$ cat config.mk
export PLATFORM = sky130hd
export DESIGN_NAME = vga_timing_gen
export DESIGN_NICKNAME = d
export VERILOG_FILES = /design/src/rtl/vga_timing_gen.sv
export SDC_FILE = /design/constraint.sdc
export NUM_CORES = 1
export LEC_CHECK = 0
export ABC_AREA = 1
export CAP_MARGIN = 10
export CORE_MARGIN = 3
export CORE_UTILIZATION = 53
export CTS_CLUSTER_DIAMETER = 30
export DETAILED_ROUTE_END_ITERATION = 8
export GPL_TIMING_DRIVEN = 0
export PLACE_DENSITY = 0.8
export SLEW_MARGIN = 20
export SYNTH_ARGS = -nofsm -noshare
export SYNTH_HDL_FRONTEND = slang
export SYNTH_SLANG_ARGS = --single-unit
$ cat constraint.sdc
create_clock -name clk -period 2.15 [get_ports clk]
set_input_delay 0.3225 -clock clk [delete_from_list [all_inputs] [get_ports clk]]
set_output_delay 0.3225 -clock clk [all_outputs]
set_load 0.03 [all_outputs]
$ cat src/rtl/vga_timing_gen.sv
// rtl/vga_timing_gen.sv - raster timing generator: en-gated H/V counters with registered blank/sync decode
// Blank and sync are decoded from the next-count values, so they land in the same register stage as the counts.
module vga_timing_gen #(
    parameter int   H_ACTIVE = 800,
    parameter int   H_FP     = 40,
    parameter int   H_SYNC   = 128,
    parameter int   H_BP     = 88,
    parameter int   V_ACTIVE = 600,
    parameter int   V_FP     = 1,
    parameter int   V_SYNC   = 4,
    parameter int   V_BP     = 23,
    parameter logic H_POL    = 1'b1,
    parameter logic V_POL    = 1'b1
) (
    input  logic        clk,
    input  logic        rst,
    input  logic        en,
    output logic [10:0] hcount_out,
    output logic [9:0]  vcount_out,
    output logic        hblnk_out,
    output logic        vblnk_out,
    output logic        hsync_out,
    output logic        vsync_out,
    output logic        frame_start
);

    localparam int H_TOTAL = H_ACTIVE + H_FP + H_SYNC + H_BP;
    localparam int V_TOTAL = V_ACTIVE + V_FP + V_SYNC + V_BP;

    localparam logic [10:0] H_LAST = 11'(H_TOTAL - 1);
    localparam logic [9:0]  V_LAST = 10'(V_TOTAL - 1);

    // One extra bit so a window ending exactly at 2048/1024 still compares correctly.
    localparam logic [11:0] H_BLANK_AT = 12'(H_ACTIVE);
    localparam logic [11:0] H_SYNC_ON  = 12'(H_ACTIVE + H_FP);
    localparam logic [11:0] H_SYNC_OFF = 12'(H_ACTIVE + H_FP + H_SYNC);
    localparam logic [10:0] V_BLANK_AT = 11'(V_ACTIVE);
    localparam logic [10:0] V_SYNC_ON  = 11'(V_ACTIVE + V_FP);
    localparam logic [10:0] V_SYNC_OFF = 11'(V_ACTIVE + V_FP + V_SYNC);

    logic        h_wrap;
    logic        v_wrap;
    logic [10:0] h_next;
    logic [9:0]  v_next;
    logic [11:0] h_ext;
    logic [10:0] v_ext;
    logic        hblnk_next;
    logic        vblnk_next;
    logic        hsync_win;
    logic        vsync_win;

    always_comb begin
        h_wrap = (hcount_out == H_LAST);
        v_wrap = (vcount_out == V_LAST);
        h_next = h_wrap ? 11'd0 : hcount_out + 11'd1;
        v_next = vcount_out;
        if (h_wrap) begin
            v_next = v_wrap ? 10'd0 : vcount_out + 10'd1;
        end
        h_ext      = {1'b0, h_next};
        v_ext      = {1'b0, v_next};
        hblnk_next = (h_ext >= H_BLANK_AT);
        vblnk_next = (v_ext >= V_BLANK_AT);
        hsync_win  = (h_ext >= H_SYNC_ON) && (h_ext < H_SYNC_OFF);
        vsync_win  = (v_ext >= V_SYNC_ON) && (v_ext < V_SYNC_OFF);
    end

    always_ff @(posedge clk) begin
        if (rst) begin
            hcount_out  <= 11'd0;
            vcount_out  <= 10'd0;
            hblnk_out   <= 1'b0;
            vblnk_out   <= 1'b0;
            hsync_out   <= ~H_POL;
            vsync_out   <= ~V_POL;
            frame_start <= 1'b0;
        end else begin
            // Pulse only on the enabled edge that wraps both counters; any other cycle clears it.
            frame_start <= en && h_wrap && v_wrap;
            if (en) begin
                hcount_out <= h_next;
                vcount_out <= v_next;
                hblnk_out  <= hblnk_next;
                vblnk_out  <= vblnk_next;
                hsync_out  <= hsync_win ? H_POL : ~H_POL;
                vsync_out  <= vsync_win ? V_POL : ~V_POL;
            end
        end
    end

endmodule

Yosys cells after proc, flatten, opt, wreduce, memory -nomap -nowiden
Cells that the tools add are included.

Flip-flop bits (word level): 26. Word-level logic and storage cells: 26.

Add/sub/neg operators: 2. Multiplexer cells: 5. $lt $le $gt $ge: 6. Reductions and logical operators: 4. Equal/unequal tests: 2.

Operator list (number): $ge 11x10->1 const B (2); $ge 10x10->1 const B (2); $mux 10 (2); $add 11x1->11 const B (1); $eq 11x11->1 const B (1); $lt 11x10->1 const B (1); $mux 11 (1); $add 10x1->10 const B (1); $eq 10x10->1 const B (1); $lt 10x10->1 const B (1); $logic_and 1x1->1 (4); $mux 1 (2).

Logic depth before layout (Yosys ltp)
Word-level depth: 6. Mapped depth: 13.

Least setup slack after synthesis
OpenSTA, ideal clock, no wires.

Path kind: register to register. From: register hcount_out[0]. To: register vsync_out. Clock period less this slack: 1.966 ns. Setup time: 0.067 ns. Cell stages (with the launch flop): 13. Setup slack: 0.184 ns. Data arrival time: 1.900 ns. Path buffers: 1. Cells stage by stage: dfxtp_1 > ha_1 > inv_1 > nor2_4 > nand2_4 > nor2_4 > buf_8 > nand3_2 > nand3_2 > nand3_2 > nor2_2 > nand3_2 > a21oi_2.

Word-level cells in the longest chain between the ends: 5. Elaborated cells between the ends (all ways): 6. Classes of those cells: order compare (2); eq/ne (1); mux (2); reduce/logical (1).

Ends and longest elaborated chain: from (decl) (line 18) `output logic [10:0] hcount_out,`; from (signal assigned) (line 81) `hcount_out <= h_next;`; $eq 11x11->1 * (line 53) `h_wrap = (hcount_out == H_LAST);`; $mux 10 * (line 57) `if (h_wrap) begin`; $ge 10x10->1 / $lt 10x10->1 (equally long branches) (line 65) `vsync_win = (v_ext >= V_SYNC_ON) && (v_ext < V_SYNC_OFF);`; $logic_and 1x1->1 * (line 65); $mux 1 * (line 86) `vsync_out <= vsync_win ? V_POL : ~V_POL;`; to (signal assigned) (line 75) `vsync_out <= ~V_POL;`; to (signal assigned) (line 86); to (decl) (line 23) `output logic vsync_out,`.

Every way passes the cells marked *; elsewhere a longest branch is shown, timed or not. A chain may end at the register's enable or synchronous reset.

Final worst setup path
From: register hcount_out[1]. To: register vsync_out.

The elaborated chain is that of the path after synthesis.

==> flow_metrics.tcl <==
set metrics [dict create \
    status "finished, final reports clean" \
    tritoncts "built" \
    p_sw_frac 0.328 \
    drive_above_1_share 0.0669 \
    syn_avg_cell_area_um2 6.15 \
    synth_seq_cells 26 \
    initial_core_util 0.563 \
    cts_buffers 3 \
    p_seq_frac 0.522 \
    ys_warn_count 0 \
    crit_top_cell "nand3_2" \
    max_freq_mhz 515 \
    holdBufCountCts 0 \
    cp_max_fo 10 \
    syn-num-nets 289 \
    areaGrowthSynthToFinish_pct 20.5 \
    antenna_found_initial 0 \
    powerDensity_mw_per_mm2 491 \
    hp-start "rst" \
    grt_overflow 0 \
    io_pins 29 \
    cts.reportedPaths.clkPinSlew_ns 0.16 \
    grt_pass1_wl_um 7380 \
    whs_path_depth 2 \
    yosysSeqAreaShare 0.298 \
    synthTopCellsByArea "dfxtp_1 (30%), nand2_1 (17%), inv_1 (8.8%)" \
    r2r_end "vsync_out$_SDFFE_PP0P_" \
    io_buffers 26 \
    vdd_drop_max_v 0.000324 \
    drtIter0Drc 133 \
    dp_hpwl_um 3300 \
    postCtsSetupBuffers 0 \
    cts.sinks 26 \
    first_global_vias 1593 \
    rr_worst_depth 12 \
    setup_violations 0 \
    regToRegStartpoint "hcount_out[1]$_SDFFE_PP0P_" \
    dpl_worst_slack_ns 0.209 \
    critPathTopFamily "simple AND/OR/NAND/NOR gates" \
    crit_path_max_incr_delay_ns 0.41 \
    p_leak_nw 0.936 \
    worst_pin_slew_ns 0.489 \
    wirelength_um 4300 \
    cts_resized 0 \
    cts-root-buf "clkbuf_4" \
    rsz0062_at_grt "false" \
    power.switching_uw 339 \
    worst_slack_ns 0.207 \
    die-area_mm2 0.00402 \
    diodes 0 \
    regToRegSetupSlack_ns 0.21 \
    hold_viol 0 \
    min_to "vsync_out$_SDFFE_PP0P_" \
    netlist_area_mm2 0.00175 \
    p_int_uw 694 \
    grt_max_degree 15 \
    fin_crit_ns 1.94 \
    setup_tns_ns 0 \
    end_kind "register" \
    crit_chain "ha_1 -> inv_1 -> nor2_4 -> nand2_4 -> nor2_4 -> buf_8 -> nand2_4 -> nand3_2 -> nand3_2 -> nor2_2 -> nand3_2 -> a21oi_2" \
    viasPerCell 5.12 \
    grt_usage 0.224 \
    synthCells 284 \
    min_period_over_period 0.904 \
    wl_per_cell_um 12.0 \
    die_y_um 63.4 \
    slew_headroom 0.674 \
    critPathLaunch "hcount_out[1]$_SDFFE_PP0P_" \
    clock_latency_ns 0.33 \
    nets 320 \
    clk_path_buf_depth 2 \
    fin_skew_ns 0.0108 \
    comb_power_share 0.225 \
    startpoint_type "register" \
    report.final.slew_viol_count 0 \
    cts_htree_levels 1 \
    first_pass_iters 4 \
    yosysTopAreaCell "dfxtp_1" \
    gp_congestion 0.896 \
    die_w_um 63.4 \
    drv_cap 0 \
    drcViolationCount 0 \
    vias 1833 \
    critPathBufInv 2 \
    cp.arrival_ns 2.22 \
    power_frac_clock 0.253 \
    crit_required_ns 2.43 \
    setup.worst_path.class "reg -> reg" \
    rows 20 \
    antenna_left 0 \
    yosysUniqueCellTypes 27 \
    coreArea_mm2 0.00310 \
    synth_top_area_share 0.298 \
    hold_path.class "in -> reg" \
    cp_slowest_cell "dfxtp_1" \
]
registers in the layout, indices dropped and copies added, names as in the netlist:
signal	count
hblnk_out	1
vblnk_out	1
hsync_out	1
frame_start	1
vcount_out	10
vsync_out	1
hcount_out	11
cells by family after synthesis:
| family | after synthesis | synth area share |
|---|---|---|
| simple gates | 157 | 0.414 |
| buf+inv | 50 | 0.114 |
| xor+xnor | 1 | 0.00502 |
| compound gates | 48 | 0.155 |
| flops | 26 | 0.298 |
| fa+ha+maj | 2 | 0.0143 |
cell usage after synthesis:
cell type	instances
a211oi_1	3
ha_1	2
nand3_1	19
xor2_1	1
nor3_1	4
clkbuf_1	7
o211ai_1	3
nor2_4	2
nand4_1	3
a21oi_2	1
o21ai_0	20
o21bai_1	2
nand2_4	2
nand2_1	80
nand4_4	1
inv_1	41
nand3b_1	1
nor2_1	37
dfxtp_1	26
nor3_4	1
nand3_2	4
nor2_2	2
a21boi_2	1
clkinv_1	1
buf_8	1
nand2_2	1
a21oi_1	18
worst max-delay path by stage:
stage | endpoint | slack (ns) | depth (start not counted)
final | vsync_out$_SDFFE_PP0P_ | 0.21 | 12
after detailed placement | vsync_out$_SDFFE_PP0P_ | 0.21 | 12
after CTS | vsync_out$_SDFFE_PP0P_ | 0.16 | 12
after global routing | hsync_out$_SDFFE_PP0P_ | 0.01 | 9
after floorplan | vsync_out$_SDFFE_PP0P_ | 0.18 | 12
after global placement | vsync_out$_SDFFE_PP0P_ | 0.20 | 12
power groups by stage:
stage | registers [mW] | logic [mW] | clock network, mW
2_1_floorplan | 0.589 | 0.112 | 0
3_3_place_gp | 0.548 | 0.228 | 0
3_5_place_dp | 0.548 | 0.231 | 0
4_1_cts | 0.538 | 0.232 | 0.262
5_1_grt | 0.543 | 0.254 | 0.286
6_report | 0.539 | 0.232 | 0.261
final cells by class:
| class | count | area, um^2 |
|---|---|---|
| Timing Repair Buffer | 26 | 260 |
| Buffer | 8 | 41.3 |
| Inverter | 42 | 158 |
| Sequential cell | 26 | 522 |
| Clock buffer | 4 | 36.3 |
| Fill cell | 309 | 1000 |
| Multi-Input combinational cell | 208 | 1030 |
| Tap cell | 44 | 55.1 |
layout by cell type, fill, tap and decap left out, types with 2 or more instances in the layout:
cell type,count
nor2_1,37
o21ai_0,20
dfxtp_1,25
clkbuf_1,7
nand4_1,3
nand3_1,19
o21bai_1,2
a21oi_1,18
nand2_1,80
o211ai_1,3
nor2_4,3
nor3_1,4
clkdlybuf4s50_1,26
nand3_2,4
clkbuf_4,3
inv_1,41
nand2_4,2
ha_1,2
a211oi_1,3
per-layer routing:
metal  GRT usage  wire (um)
met4      0.0539         21
met2       0.332       1820
met5           0          0
met3      0.0321        283
met1       0.338       2180
through the flow:
stage / std cells / util / area [um^2] / power, mW / hold slack (ns)
floorplan: 284 / - / 1750 / 0.701 / 0.595
global placement: 354 / 0.664 / 2060 / 0.776 / 0.460
detailed placement: 354 / 0.664 / 2060 / 0.779 / 0.474
CTS: 358 / 0.676 / 2100 / 1.03 / 0.368
global route: 358 / 0.678 / 2100 / 1.08 / 0.397
finish: 358 / 0.678 / 2100 / 1.03 / 0.358
Power figures use the tool's default switching activity.
